$ cat src/rtl/ramio_arbiter.sv
// ramio_arbiter: shares the data port (port A) of the RAM/UART/LED I/O block
// between the CPU core (requester 0) and a DMA/boot-loader engine
// (requester 1). It grants round-robin, holds a bounded lock for atomic
// read-modify-write sequences, and steers returning read data back to the
// requester that issued the read.
module ramio_arbiter #(
  parameter int ADDR_WIDTH = 16,
  parameter int DATA_WIDTH = 32,
  parameter int LOCK_MAX   = 16
) (
  input  logic                  clk,
  input  logic                  rst,
  // requester 0 (CPU core)
  input  logic                  r0_req,
  input  logic                  r0_lock,
  input  logic [1:0]            r0_we,
  input  logic [2:0]            r0_re,
  input  logic [ADDR_WIDTH+1:0] r0_addr,
  input  logic [DATA_WIDTH-1:0] r0_din,
  output logic                  r0_gnt,
  output logic [DATA_WIDTH-1:0] r0_dout,
  output logic                  r0_dv,
  // requester 1 (DMA / boot loader)
  input  logic                  r1_req,
  input  logic                  r1_lock,
  input  logic [1:0]            r1_we,
  input  logic [2:0]            r1_re,
  input  logic [ADDR_WIDTH+1:0] r1_addr,
  input  logic [DATA_WIDTH-1:0] r1_din,
  output logic                  r1_gnt,
  output logic [DATA_WIDTH-1:0] r1_dout,
  output logic                  r1_dv,
  // port A of the I/O block
  output logic [1:0]            weA,
  output logic [2:0]            reA,
  output logic [ADDR_WIDTH+1:0] addrA,
  output logic [DATA_WIDTH-1:0] dinA,
  input  logic [DATA_WIDTH-1:0] doutA
);

  // Counter value at which a held lock is forcibly released.
  localparam logic [7:0] LOCK_LAST = 8'(LOCK_MAX - 1);

  typedef enum logic [1:0] {
    OWN_NONE = 2'd0,
    OWN_0    = 2'd1,
    OWN_1    = 2'd2
  } owner_t;

  owner_t      owner;
  logic        last;      // requester granted most recently
  logic [7:0]  lock_cnt;  // cycles spent in the current owned period
  logic [1:0]  rd_tag;    // read issued last cycle, per requester
  logic        gnt0;
  logic        gnt1;
  logic        owner_lock;

  // The current owner still asks to keep the port.
  assign owner_lock = ((owner == OWN_0) && r0_lock) ||
                      ((owner == OWN_1) && r1_lock);

  // Same-cycle grant: round-robin when free, exclusive to the lock holder when owned.
  always_comb begin
    // NOTE: every output of a combinational block gets a default first, so no
    // path through the case can leave it unassigned and infer a latch.
    gnt0 = 1'b0;
    gnt1 = 1'b0;
    if (!rst) begin
      case (owner)
        OWN_NONE: begin
          if (r0_req && r1_req) begin
            gnt0 = last;
            gnt1 = !last;
          end else begin
            gnt0 = r0_req;
            gnt1 = r1_req;
          end
        end
        OWN_0:   gnt0 = r0_req;
        OWN_1:   gnt1 = r1_req;
        default: ;
      endcase
    end
  end

  assign r0_gnt = gnt0;
  assign r1_gnt = gnt1;

  // Port A carries the accepted requester's access, or all zeros when idle.
  always_comb begin
    weA   = '0;
    reA   = '0;
    addrA = '0;
    dinA  = '0;
    if (gnt0) begin
      weA   = r0_we;
      reA   = r0_re;
      addrA = r0_addr;
      dinA  = r0_din;
    end else if (gnt1) begin
      weA   = r1_we;
      reA   = r1_re;
      addrA = r1_addr;
      dinA  = r1_din;
    end
  end

  // Ownership, round-robin pointer, lock timer and read tags.
  always_ff @(posedge clk) begin
    if (rst) begin
      owner    <= OWN_NONE;
      last     <= 1'b1;
      lock_cnt <= '0;
      rd_tag   <= '0;
    end else begin
      // NOTE: state registers use non-blocking assignments so every decision
      // below sees the values from before this clock edge.
      rd_tag <= {gnt1 && (r1_re[1:0] != 2'b00),
                 gnt0 && (r0_re[1:0] != 2'b00)};
      case (owner)
        OWN_NONE: begin
          if (gnt0 || gnt1) begin
            last     <= gnt1;
            lock_cnt <= '0;
            if (gnt0 && r0_lock)      owner <= OWN_0;
            else if (gnt1 && r1_lock) owner <= OWN_1;
          end
        end
        OWN_0, OWN_1: begin
          lock_cnt <= lock_cnt + 8'd1;
          last     <= (owner == OWN_1);
          // A timed-out lock is dropped even if the holder still asks for it.
          if ((lock_cnt == LOCK_LAST) || !owner_lock) owner <= OWN_NONE;
        end
        default: owner <= OWN_NONE;
      endcase
    end
  end

  // Read data is steered only to the requester whose read it is; a read
  // issued just before reset never returns.
  assign r0_dv   = rd_tag[0] && !rst;
  assign r1_dv   = rd_tag[1] && !rst;
  assign r0_dout = r0_dv ? doutA : '0;
  assign r1_dout = r1_dv ? doutA : '0;

endmodule
$ cat config.mk
export PLATFORM = sky130hd
export DESIGN_NAME = ramio_arbiter
export DESIGN_NICKNAME = d
export VERILOG_FILES = /design/src/rtl/ramio_arbiter.sv
export SDC_FILE = /design/constraint.sdc
export NUM_CORES = 1
export LEC_CHECK = 0
export ABC_AREA = 1
export BUFFER_PORTS_ARGS = -buffer_cell sky130_fd_sc_hd__buf_4
export CORE_AREA = 8 8 99 101
export CTS_CLUSTER_SIZE = 14
export DETAILED_ROUTE_END_ITERATION = 7
export DIE_AREA = 0 0 107 109
export GPL_ROUTABILITY_DRIVEN = 0
export HOLD_SLACK_MARGIN = 0.03
export PLACE_DENSITY = 0.74
export SYNTH_ARGS = -nofsm -noshare
export SYNTH_HDL_FRONTEND = slang
export SYNTH_SLANG_ARGS = --single-unit
$ cat constraint.sdc
create_clock -name clk -period 2.5 [get_ports clk]
set_clock_uncertainty 0.05 [all_clocks]
set_input_delay 0.375 -clock clk [delete_from_list [all_inputs] [get_ports clk]]
set_output_delay 0.375 -clock clk [all_outputs]
set_load 0.01 [all_outputs]
==> summary.txt <==
Timing
  – Min cycle time layout: 2.30 ns
  – Unrepaired setup endpoints after global routing: no
  – Slew Viols, Final: 0
  – Fin crit share: 92.2%
  – Fin Hold WS: 0.331 ns
  – Slew margin rel.: 69.4%
  – Final setup TNS: 0 ns
  – Worst Tran Pin Value: 0.455 ns
  – # setup viols final: 0
  – Maximum clock frequency: 434 MHz
  – Final hold viol count: 0

Layout
  – Multi-input gate area: 1440 µm²
  – Register area: 260 µm²
  – Fillcell total: 820
  – Nets: 834
  – Area growth syn-to-layout: 104%
  – Diode count: 0
  – Layout cells sized above 1: 42.6%

Logic synthesis
  – Number of library cell types mapped by synthesis: 21
  – Sequential area share after synthesis: 12.5%
  – Synth area leaders: nand2_1, nand3_1, nor2_1
  – Mean post-synth cell area: 4.89 µm²
  – Ys Warns: 0
  – Largest area contributor in the netlist: nand2_1
  – Mapped cell area: 2070 µm²
  – #FFs+latches synth: 13
  – Synth top area share: 26.8%
  – Syn nets: 577
  – Post-Synthesis Cells: 424

Worst setup path
  – Reg2reg start: owner[0]
  – Worst r2r dst: lock_cnt[5]
  – Reg2Reg Depth: 12
  – Flop-to-flop setup slack: 0.38 ns
  – CP startpoint kind: flop
  – Worst Path Max Fanout: 22
  – Crit path DAT: 1.88 ns
  – Required time of the worst setup path: 2.08 ns
  – CP Capture Type: output pin
  – CP Class: reg -> out

Min path
  – Hold depth: 2
  – Worst hold start: rst
  – Tightest Hold Check Type: in -> reg
  – Worst hold endpoint: lock_cnt[4]

Die
  – Initial core utilization: 24.8%
  – Core area: 8380 µm²
  – Die Y: 109 µm
  – Die Span X: 107 µm
  – Full die area: 11700 µm²
  – I/O pin total: 271
  – FP Rows: 34

Drt
  – Routed WL per cell: 15.2 µm
  – Post-Route WL: 11900 µm
  – Vias per cell: 4.57
  – Residual DRC: 0
  – Antenna Nets Post-Route: 0
  – DR vias: 3603
  – Pre-antenna DRT Iters: 6
  – DR iter-0 viols: 231

Global route
  – Initial antenna violation count: 0
  – Vias in the first global route: 3453
  – First-pass GRT wire length: 17100 µm
  – Grt total ovfl: 0
  – Total GRT Usage: 17.9%
  – Pin count of the biggest net entering global routing: 57

Place
  – Post-detail-place hpwl: 9920 µm
  – Port Buffers: 270

Flow run
  – # Max-Cap Violations: 0

Power
  – PD cells: 606 nW/µm²
  – P_leak: 0.00260 µW
  – Peak VDD IR: 0.316 mV
  – Pwr Total: 2570 µW

CTS
  – Post-CTS Setup Inserts: 0
  – TritonCTS Sinks: 13
  – H-tree depth: 1
  – Root buf cell: clkbuf_8
  – Clk Latency, worst-skew pair: 0.25 ns
  – Clock Pin Slew Worst Setup and Hold Paths: 0.05 ns
  – CTS Buffer Depth: 2
  – TritonCTS buffer count: 3
  – CTS tree: built

Status
  – Status: complete, no violations
-- kinds of logic (layout without fill, tap and decap cells) --
logic type | after synthesis | after routing | share of synthesized area (%)
simple gates | 308 | 308 | 61.3
compound gates | 17 | 17 | 4.10
buf+inv | 79 | 335 | 18.2
xor+xnor | 2 | 2 | 0.845
flops | 13 | 13 | 12.5
fa+ha+maj | 5 | 5 | 3.02
-- final cells by class --
type	instances	share of cell area, %
timing repair buffer	278	50.8
multi-input combinational	332	34.0
sequential	13	6.15
inverter	53	4.76
tap	108	3.19
clock buffer	4	1.06
-- state kept, by name, summed over array words and instances, names as in the netlist --
name,count
owner,2
lock_cnt,8
rd_tag,2
last,1
-- placed cells by master (no fill, tap or decap), drive strengths merged --
master    n
a21oi    13
inv      53
ha        5
xnor2     1
clkbuf    6
nand4     1
buf     276
nor2     79
dfxtp    13
or2       1
nand2   151
o21ai     4
nand3    76
xor2      1
-- synthesized netlist by cell type --
library cell  number
a21oi_1           13
buf_1              2
buf_2             14
buf_4              1
buf_6              8
clkbuf_1           1
dfxtp_1           13
ha_1               5
inv_1             51
inv_2              2
nand2_1          148
nand2_2            3
nand3_1           75
nand3_2            1
nand4_1            1
nor2_1            78
nor2_2             1
o21ai_0            4
or2_2              1
xnor2_1            1
xor2_1             1
-- layer usage --
metal	GRT usage [%]	routed length [µm]	up-vias
li1	-	-	1806
met1	19.0	4370	1570
met2	32.1	5960	212
met3	7.15	1400	15
met4	5.03	221	0
met5	0	0	-
-- through the flow --
stage / util (%) / area, µm² / std cells / setup slack (ns)
CTS: 49.8 / 4170 / 786 / 0.0667
global placement: 49.3 / 4130 / 782 / 0.393
global route: 50.5 / 4230 / 788 / 0.0256
detailed placement: 49.3 / 4130 / 782 / 0.340
finish: 50.5 / 4230 / 788 / 0.196
floorplan: - / 2070 / 424 / 0.609
-- worst max-delay path by stage --
| stage | startpoint | endpoint | slack, ns | depth (start not counted) |
|---|---|---|---|---|
| after global routing | owner[0] | dinA[26] | 0.03 | 11 |
| after CTS | owner[0] | dinA[12] | 0.07 | 11 |
| after floorplan | owner[0] | addrA[0] | 0.61 | 11 |
| after detailed placement | owner[0] | dinA[12] | 0.34 | 11 |
| final | owner[0] | reA[0] | 0.20 | 11 |
| after global placement | owner[0] | dinA[12] | 0.39 | 11 |
-- repair_timing --
action                     4_1_cts  5_1_grt
setup endpoints to repair        0       51
gates resized for setup          0        3
hold buffers                     0        0
hold endpoints to repair         0        0
-- power breakdown --
group	switching, µW	leakage (µW)	internal (µW)
Combinational	1200	0.00247	907
Sequential	29.0	0.000106	247
Clock	74.4	0.0000228	113
-- critical path, stage by stage (launching register included) --
cell and delay, ns:
dfxtp_1 0.35, inv_1 0.09, ha_2 0.22, nand2_1 0.08, inv_1 0.04, nand2_1 0.06
nand2_2 0.06, nand2_2 0.10, buf_4 0.27, nand3_1 0.09, o21ai_0 0.09, buf_4 0.17
Power figures use the tool's default switching activity.
